File: src/rtl/shift_seq.sv
// Multi-cycle sequencer that drives an external combinational barrel shifter for register-specified shifts.
// Optional SHIFT_SEQ_FAST32_EN: LSL/LSR/ASR chunks up to 32, with 32 issued as the shifter's offset-0 encoding.
module shift_seq #(
    parameter int AMT_W = 8
) (
    input  logic             clk,
    input  logic             rst_n,
    input  logic             req_valid,
    output logic             req_ready,
    input  logic [1:0]       req_type,
    input  logic [AMT_W-1:0] req_amount,
    input  logic             req_rrx,
    input  logic [31:0]      req_op,
    input  logic             req_carry_in,
    output logic             resp_valid,
    input  logic             resp_ready,
    output logic [31:0]      resp_result,
    output logic             resp_carry,
    output logic             busy,
    output logic [1:0]       sh_type,
    output logic [4:0]       sh_offset,
    output logic [31:0]      sh_op,
    output logic             sh_carry_in,
    input  logic [31:0]      sh_result,
    input  logic             sh_carry
);

`ifdef SHIFT_SEQ_FAST32_EN
    localparam int CHUNK_CAP = 32;
`else
    localparam int CHUNK_CAP = 31;
`endif
    localparam logic [AMT_W-1:0] CHUNK_MAX = AMT_W'(CHUNK_CAP);
    localparam logic [1:0]       TYPE_ROR  = 2'b11;

    typedef enum logic [1:0] {
        IDLE,
        STEP,
        DONE
    } state_t;

    state_t           state;
    state_t           state_nx;
    logic [1:0]       type_q;
    logic             cin_q;
    logic             rrx_q;
    logic [31:0]      acc;
    logic             cy;
    logic [AMT_W-1:0] rem;

    logic             req_rrx_eff;
    logic             bypass_zero;
    logic             bypass_ror;
    logic [AMT_W-1:0] chunk;
    logic [AMT_W-1:0] rem_nx;
    logic             is_ror;
    logic             last_step;
    logic [4:0]       step_offset;

    // RRX is only meaningful on ROR; a stray req_rrx on other types is ignored.
    assign req_rrx_eff = req_rrx && (req_type == TYPE_ROR);
    assign bypass_zero = !req_rrx_eff && (req_amount == '0);
    assign bypass_ror  = !req_rrx_eff && (req_type == TYPE_ROR) &&
                         (req_amount != '0) && (req_amount[4:0] == 5'd0);

    // A chunk of 32 truncates to offset 0, which the shifter treats as by-32.
    assign is_ror      = (type_q == TYPE_ROR);
    assign chunk       = (rem > CHUNK_MAX) ? CHUNK_MAX : rem;
    assign rem_nx      = rem - chunk;
    assign last_step   = is_ror || (rem_nx == '0);
    assign step_offset = is_ror ? (rrx_q ? 5'd0 : rem[4:0]) : chunk[4:0];

    always_ff @(posedge clk or negedge rst_n) begin
        if (!rst_n) begin
            state <= IDLE;
        end else begin
            state <= state_nx;
        end
    end

    always_comb begin
        state_nx  = state;
        sh_offset = 5'd0;
        case (state)
            IDLE: begin
                if (req_valid) begin
                    state_nx = (bypass_zero || bypass_ror) ? DONE : STEP;
                end
            end
            STEP: begin
                sh_offset = step_offset;
                if (last_step) begin
                    state_nx = DONE;
                end
            end
            DONE: begin
                if (resp_ready) begin
                    state_nx = IDLE;
                end
            end
            default: state_nx = IDLE;
        endcase
    end

    // Accumulator chains shifter passes; cy carries the most recent carry-out.
    always_ff @(posedge clk or negedge rst_n) begin
        if (!rst_n) begin
            type_q <= 2'b00;
            cin_q  <= 1'b0;
            rrx_q  <= 1'b0;
            acc    <= 32'h0;
            cy     <= 1'b0;
            rem    <= '0;
        end else begin
            case (state)
                IDLE: begin
                    if (req_valid) begin
                        type_q <= req_type;
                        cin_q  <= req_carry_in;
                        rrx_q  <= req_rrx_eff;
                        acc    <= req_op;
                        rem    <= req_amount;
                        if (bypass_zero) begin
                            cy <= req_carry_in;
                        end else if (bypass_ror) begin
                            cy <= req_op[31];
                        end
                    end
                end
                STEP: begin
                    acc <= sh_result;
                    cy  <= sh_carry;
                    rem <= is_ror ? '0 : rem_nx;
                end
                default: begin
                end
            endcase
        end
    end

    assign req_ready   = (state == IDLE);
    assign busy        = (state != IDLE);
    assign resp_valid  = (state == DONE);
    assign resp_result = acc;
    assign resp_carry  = cy;
    assign sh_type     = type_q;
    assign sh_op       = acc;
    assign sh_carry_in = cin_q;

endmodule
File: config.mk
export PLATFORM = sky130hd
export DESIGN_NAME = shift_seq
export DESIGN_NICKNAME = d
export VERILOG_FILES = /design/src/rtl/shift_seq.sv
export SDC_FILE = /design/constraint.sdc
export NUM_CORES = 1
export LEC_CHECK = 0
export ABC_AREA = 1
export CELL_PAD_IN_SITES_DETAIL_PLACEMENT = 1
export CELL_PAD_IN_SITES_GLOBAL_PLACEMENT = 2
export CORE_UTILIZATION = 21
export CTS_CLUSTER_SIZE = 16
export DETAILED_ROUTE_END_ITERATION = 8
export PLACE_DENSITY = 0.87
export SLEW_MARGIN = 5
export SYNTH_ARGS = -nofsm -noshare
export SYNTH_HDL_FRONTEND = slang
export SYNTH_SLANG_ARGS = --single-unit
export TNS_END_PERCENT = 5
File: constraint.sdc
create_clock -name clk -period 2 [get_ports clk]
set_clock_uncertainty 0.05 [all_clocks]
set_input_delay 0.4 -clock clk [delete_from_list [all_inputs] [get_ports clk]]
set_output_delay 0.4 -clock clk [all_outputs]
set_load 0.02 [all_outputs]
---- Word level (Yosys, flattened, before mapping) ----
Cells that the tools add are included.
word-level totals
  input port bits ......................... 81
  word-level logic and storage cells ...... 54
  output and inout bits ................... 76
  flip-flop bits (word level) ............. 47
cells by class
  mux-type cells .......................... 18
  order comparisons ....................... 1
  equal/unequal tests ..................... 8
  reduce and logical (&&, ||, !) cells .... 19
  add/sub/neg operators ................... 1
operators with widths
  kind                count
  $pmux 32 s2         1
  $mux 32             1
  $mux 8              3
  $logic_not 8->1     2
  $pmux 8 s2          1
  $mux 5              3
  $gt 8x5->1 const B  1
  $mux 2              4
  $reduce_bool 8->1   1
  $sub 8x8->8         1
  $eq 2x2->1 const B  3
  $pmux 2 s3          1
  $reduce_and 3->1    2
  $logic_and 1x1->1   5
  $logic_not 5->1     1
  $ne 2x2->1 const B  2
  $reduce_and 2->1    2
  $reduce_bool 2->1   2
  $mux 1              3
  $ne 3x1->1 const B  1
  $eq 2x1->1 const B  1
  $logic_not 2->1     1
  $logic_or 1x1->1    2
  $ne 2x1->1 const B  1
  2 further kinds     2

---- Logic depth before layout (Yosys ltp) ----
  depth after elaboration ................. 10
  gate-level depth with buffers ........... 12
  gate-level depth less buffers ........... 12

---- Least setup slack after synthesis ----
OpenSTA, ideal clock, no wires.
  path kind ............................... register to output
  from .................................... reg state[1]
  to ...................................... out sh_offset[0]
  arrival ................................. 1.336 ns
  stages on the path, launching flop included .. 5
  path buffers ............................ 1
  setup slack ............................. 0.214 ns
  cell sequence ........................... dfrtp_1 nor2_4 buf_2 nand2_1 a21oi_1
between the ends
  longest elaborated chain between the ends .. 2
RTL lines
  what                      RTL line  text
  start: declaration        42        state_t state;
  start signal: assignment  77        state <= state_nx;
  $eq 2x1->1                84        case (state)
  $mux 5                    84
  end: declaration          21        output logic [4:0] sh_offset,
No other way between the ends.

---- Final worst setup path ----
  from .................................... reg type_q[0] (netlist: sh_type[0])
  to ...................................... out sh_offset[3]
between the ends
  longest elaborated chain between the ends .. 3
RTL lines
  what                      RTL line  text
  start: declaration        44        logic [1:0] type_q;
  start signal: assignment  118       type_q <= req_type;
  $eq 2x2->1                67        assign is_ror = (type_q == TYPE_ROR);
  $mux 5                    71        assign step_offset = is_ror ? (rrx_q ? 5'd0 : rem[4:0]) : chunk[4:0];
  $mux 5                    84
No other way between the ends.

==> summary.txt <==
Outcome
  – Status: completed

Timing
  – Crit path time final: 1.92 ns
  – Setup violators final: 0
  – Hold violation count in the final report: 0
  – Fin Setup TNS: 0 ns
  – Crit share post-route: a little over nine tenths
  – Unrepaired setup endpoints after global routing: false
  – Rel. slew slack: a little under two thirds
  – Max Fclk: ~520 MHz
  – Final Max Slew Viols: 0
  – Slew of the pin with the lowest slew margin: between 0.5 and 0.6 ns

Clock tree
  – H-tree depth: 2
  – Clock sink count: 47
  – CTS tree: done
  – CTS Buf Count: 5
  – Post-cts hold buffer count: 0
  – Root buf cell: clkbuf_16
  – CTS Buffer Depth: 2
  – Clk_lat worst skew: 0.28 ns
  – Clock Pin Slew Worst Setup and Hold Paths: approximately 0.070 ns

Logic synthesis
  – YS warnings: 0
  – Post-synth cell types: 32
  – #FFs+latches synth: 47
  – Synth area leaders: dfrtp_1 40%, o31ai_2 12%, nand2_1 9.1%, nor2_1 9.0%, buf_4 8.1%
  – Share of the yosys chip area belonging to registers: 39.5%
  – Post-synth net total: about 440
  – Most used flip-flop cell after synthesis: dfrtp_1
  – Yosys top cell area share: between 30 and 40%
  – Asr flop ratio synth: 100%
  – List of most frequent post-synthesis cells: 72 x nand2_1, 71 x nor2_1, 47 x dfrtp_1
  – Synthesized area per cell: about 8.4 µm²
  – EDFF count, synth: 0
  – Top-count cell post-synth: nand2_1
  – Synth area leader: dfrtp_1
  – Cell count after synthesis: around 350
  – Post-Syn Area: 2980 µm²

Global route
  – Total grt overflow: 0
  – Vias in the first global route: roughly 3000
  – GRT Total Usage: a little over an eighth
  – Pin count of the biggest net entering global routing: 36
  – Antenna violations before repair: 0
  – First-pass GRT wire length: 15.6 mm

Routing
  – Post-route ant nets: 0
  – WL final: ~9.8 mm
  – First-iteration detailed-routing DRC count: approximately 110
  – Via Count: just under 3000
  – DR WL/cell: 14.8 µm
  – Vias per cell: about 4.4
  – # DRC: 0
  – TritonRoute pass-1 iters: 4

Layout
  – Ratio of cells with drive above 1 in the final layout: 16.4%
  – Nets: about 560
  – Multi-input combinational cell area: 1380 µm²
  – Number of filler cells placed in the layout: about 1600
  – Area grow syn2layout: 57.7%
  – Diodes inserted: 0
  – Sequential Area: around 1200 µm²

Floorplanning
  – Die width: between 100 and 150 µm
  – Starting Density: between 20% and 30%
  – Rows: 43
  – Die ar.: roughly 15000 µm²
  – IO Pins: 157
  – Core area: roughly 14000 µm²
  – Die height: 121 µm

Power
  – Total power: between 8 and 9 mW
  – IR drop worst, VDD: roughly 0.65 mV
  – Pwr dens: 1860 nW/µm²
  – Static Leak: between 1.5 and 2 nW

Worst setup path
  – Crit path max fanout: 5
  – Setup CP Type: reg -> out
  – Critical path arrival: 1.47 ns
  – WP data required: roughly 1.6 ns
  – CP Launch Type: flip-flop
  – Worst R2R Path Depth: 6
  – Setup crit end kind: primary output

Placement
  – Final GP Congestion: 0.779
  – HPWL after DPL: between 7 and 8 mm
  – Port Buf Inserts: about 160

Run
  – Max-Cap Viols: 0

Min path
  – Worst hold path class: in -> async
==> final timing paths <==
path / from / endpoint / slack, ns
worst min register to register: rrx_q$_DFFE_PN0P_ / rrx_q$_DFFE_PN0P_ / 0.45
max in group asynchronous: rst_n / resp_result[17]$_DFFE_PN0P_ / 1.32
worst min-delay path: rst_n / rem[2]$_DFFE_PN0P_ / 0.04
worst max register to register: state[1]$_DFFE_PN0P_ / resp_result[31]$_DFFE_PN0P_ / 0.20
worst max-delay path: sh_type[0]$_DFFE_PN0P_ / sh_offset[3] / 0.08
min in group clk: rrx_q$_DFFE_PN0P_ / rrx_q$_DFFE_PN0P_ / 0.45
==> metrics by stage <==
step | area (µm²) | utilization [%] | hold slack (ns) | instances | worst slack (ns)
after global placement | 4530 | 32.8 | 0.364 | 653 | 0.0680
after detailed placement | 4530 | 32.8 | 0.370 | 653 | 0.0562
after CTS | 4680 | 33.8 | 0.0568 | 661 | 0.00764
final | 4690 | 33.9 | 0.0437 | 662 | 0.0830
after floorplan | 2980 | - | 0.0544 | 354 | 0.214
after global routing | 4690 | 33.9 | 0.0784 | 662 | 0.00439
==> cells by family (layout without fill, tap and decap cells) <==
| kind of cell | count (synthesis) | after routing | synth area share (%) |
|---|---|---|---|
| simple gates | 173 | 173 | 25.1 |
| compound gates | 64 | 64 | 20.6 |
| fa+ha+maj | 1 | 1 | 0.420 |
| buf+inv | 69 | 197 | 14.4 |
| flops | 47 | 47 | 39.5 |
==> power breakdown <==
part	switching [mW]	internal, mW	total [mW]
registers	0.411	1.47	1.88
logic	3.39	2.56	5.95
clock network	0.365	0.532	0.897
total	4.17	4.56	8.72
==> sequential cells by signal (all words and copies together), names as in the netlist <==
register and count:
rem 8, resp_carry 1, rrx_q 1, resp_result 32
sh_carry_in 1, sh_type 2, state 2
==> final cells by class <==
cell class,instances,area share [%]
timing repair buffer,167,35.4
multi-input combinational,238,29.4
sequential,47,25.1
tap,180,4.80
clock buffer,7,3.25
inverter,22,1.87
clock inverter,1,0.160
==> routing by layer <==
metal,global-route usage (%),part of all wire [%]
met3,2.26,4.9
met1,16.9,45
met4,3.86,1.3
met2,23.4,49
met5,0,0
==> cell usage in the layout (no fill, tap or decap), types with 2 or more instances in the layout <==
cell type / netlist / routed
inv_2: 5 / 5
nand3b_1: 2 / 2
nand3_1: 12 / 12
nand2_4: 3 / 3
clkdlybuf4s50_1: 0 / 147
a22oi_2: 4 / 4
nand4_1: 3 / 3
dlygate4sd2_1: 0 / 7
inv_1: 15 / 15
o21ai_1: 2 / 2
clkbuf_8: 0 / 2
buf_4: 32 / 8
nor2_1: 71 / 71
a21oi_1: 6 / 6
nor2_4: 3 / 3
o21ai_2: 3 / 3
nor2_2: 2 / 2
nand2_2: 2 / 4
a22oi_1: 3 / 3
clkbuf_16: 0 / 5
buf_12: 0 / 3
o21ai_0: 10 / 10
o31ai_2: 29 / 29
dfrtp_1: 47 / 47
nand2_1: 72 / 70
inv_4: 2 / 2
o31ai_1: 3 / 3
==> worst max-delay path, stage by stage (launching register included) <==
cell and delay (ns):
dfrtp_1 0.43, nand3_1 0.11, nand2_1 0.13, a21oi_1 0.16, dlygate4sd2_1 0.35
==> timing repair <==
action / in CTS / in global routing
setup buffers: 0 / 1
resized for setup: 8 / 5
pin swaps: 0 / 1
setup endpoints to repair: 8 / 7
Note: power is estimated with default switching activity, not from simulation.
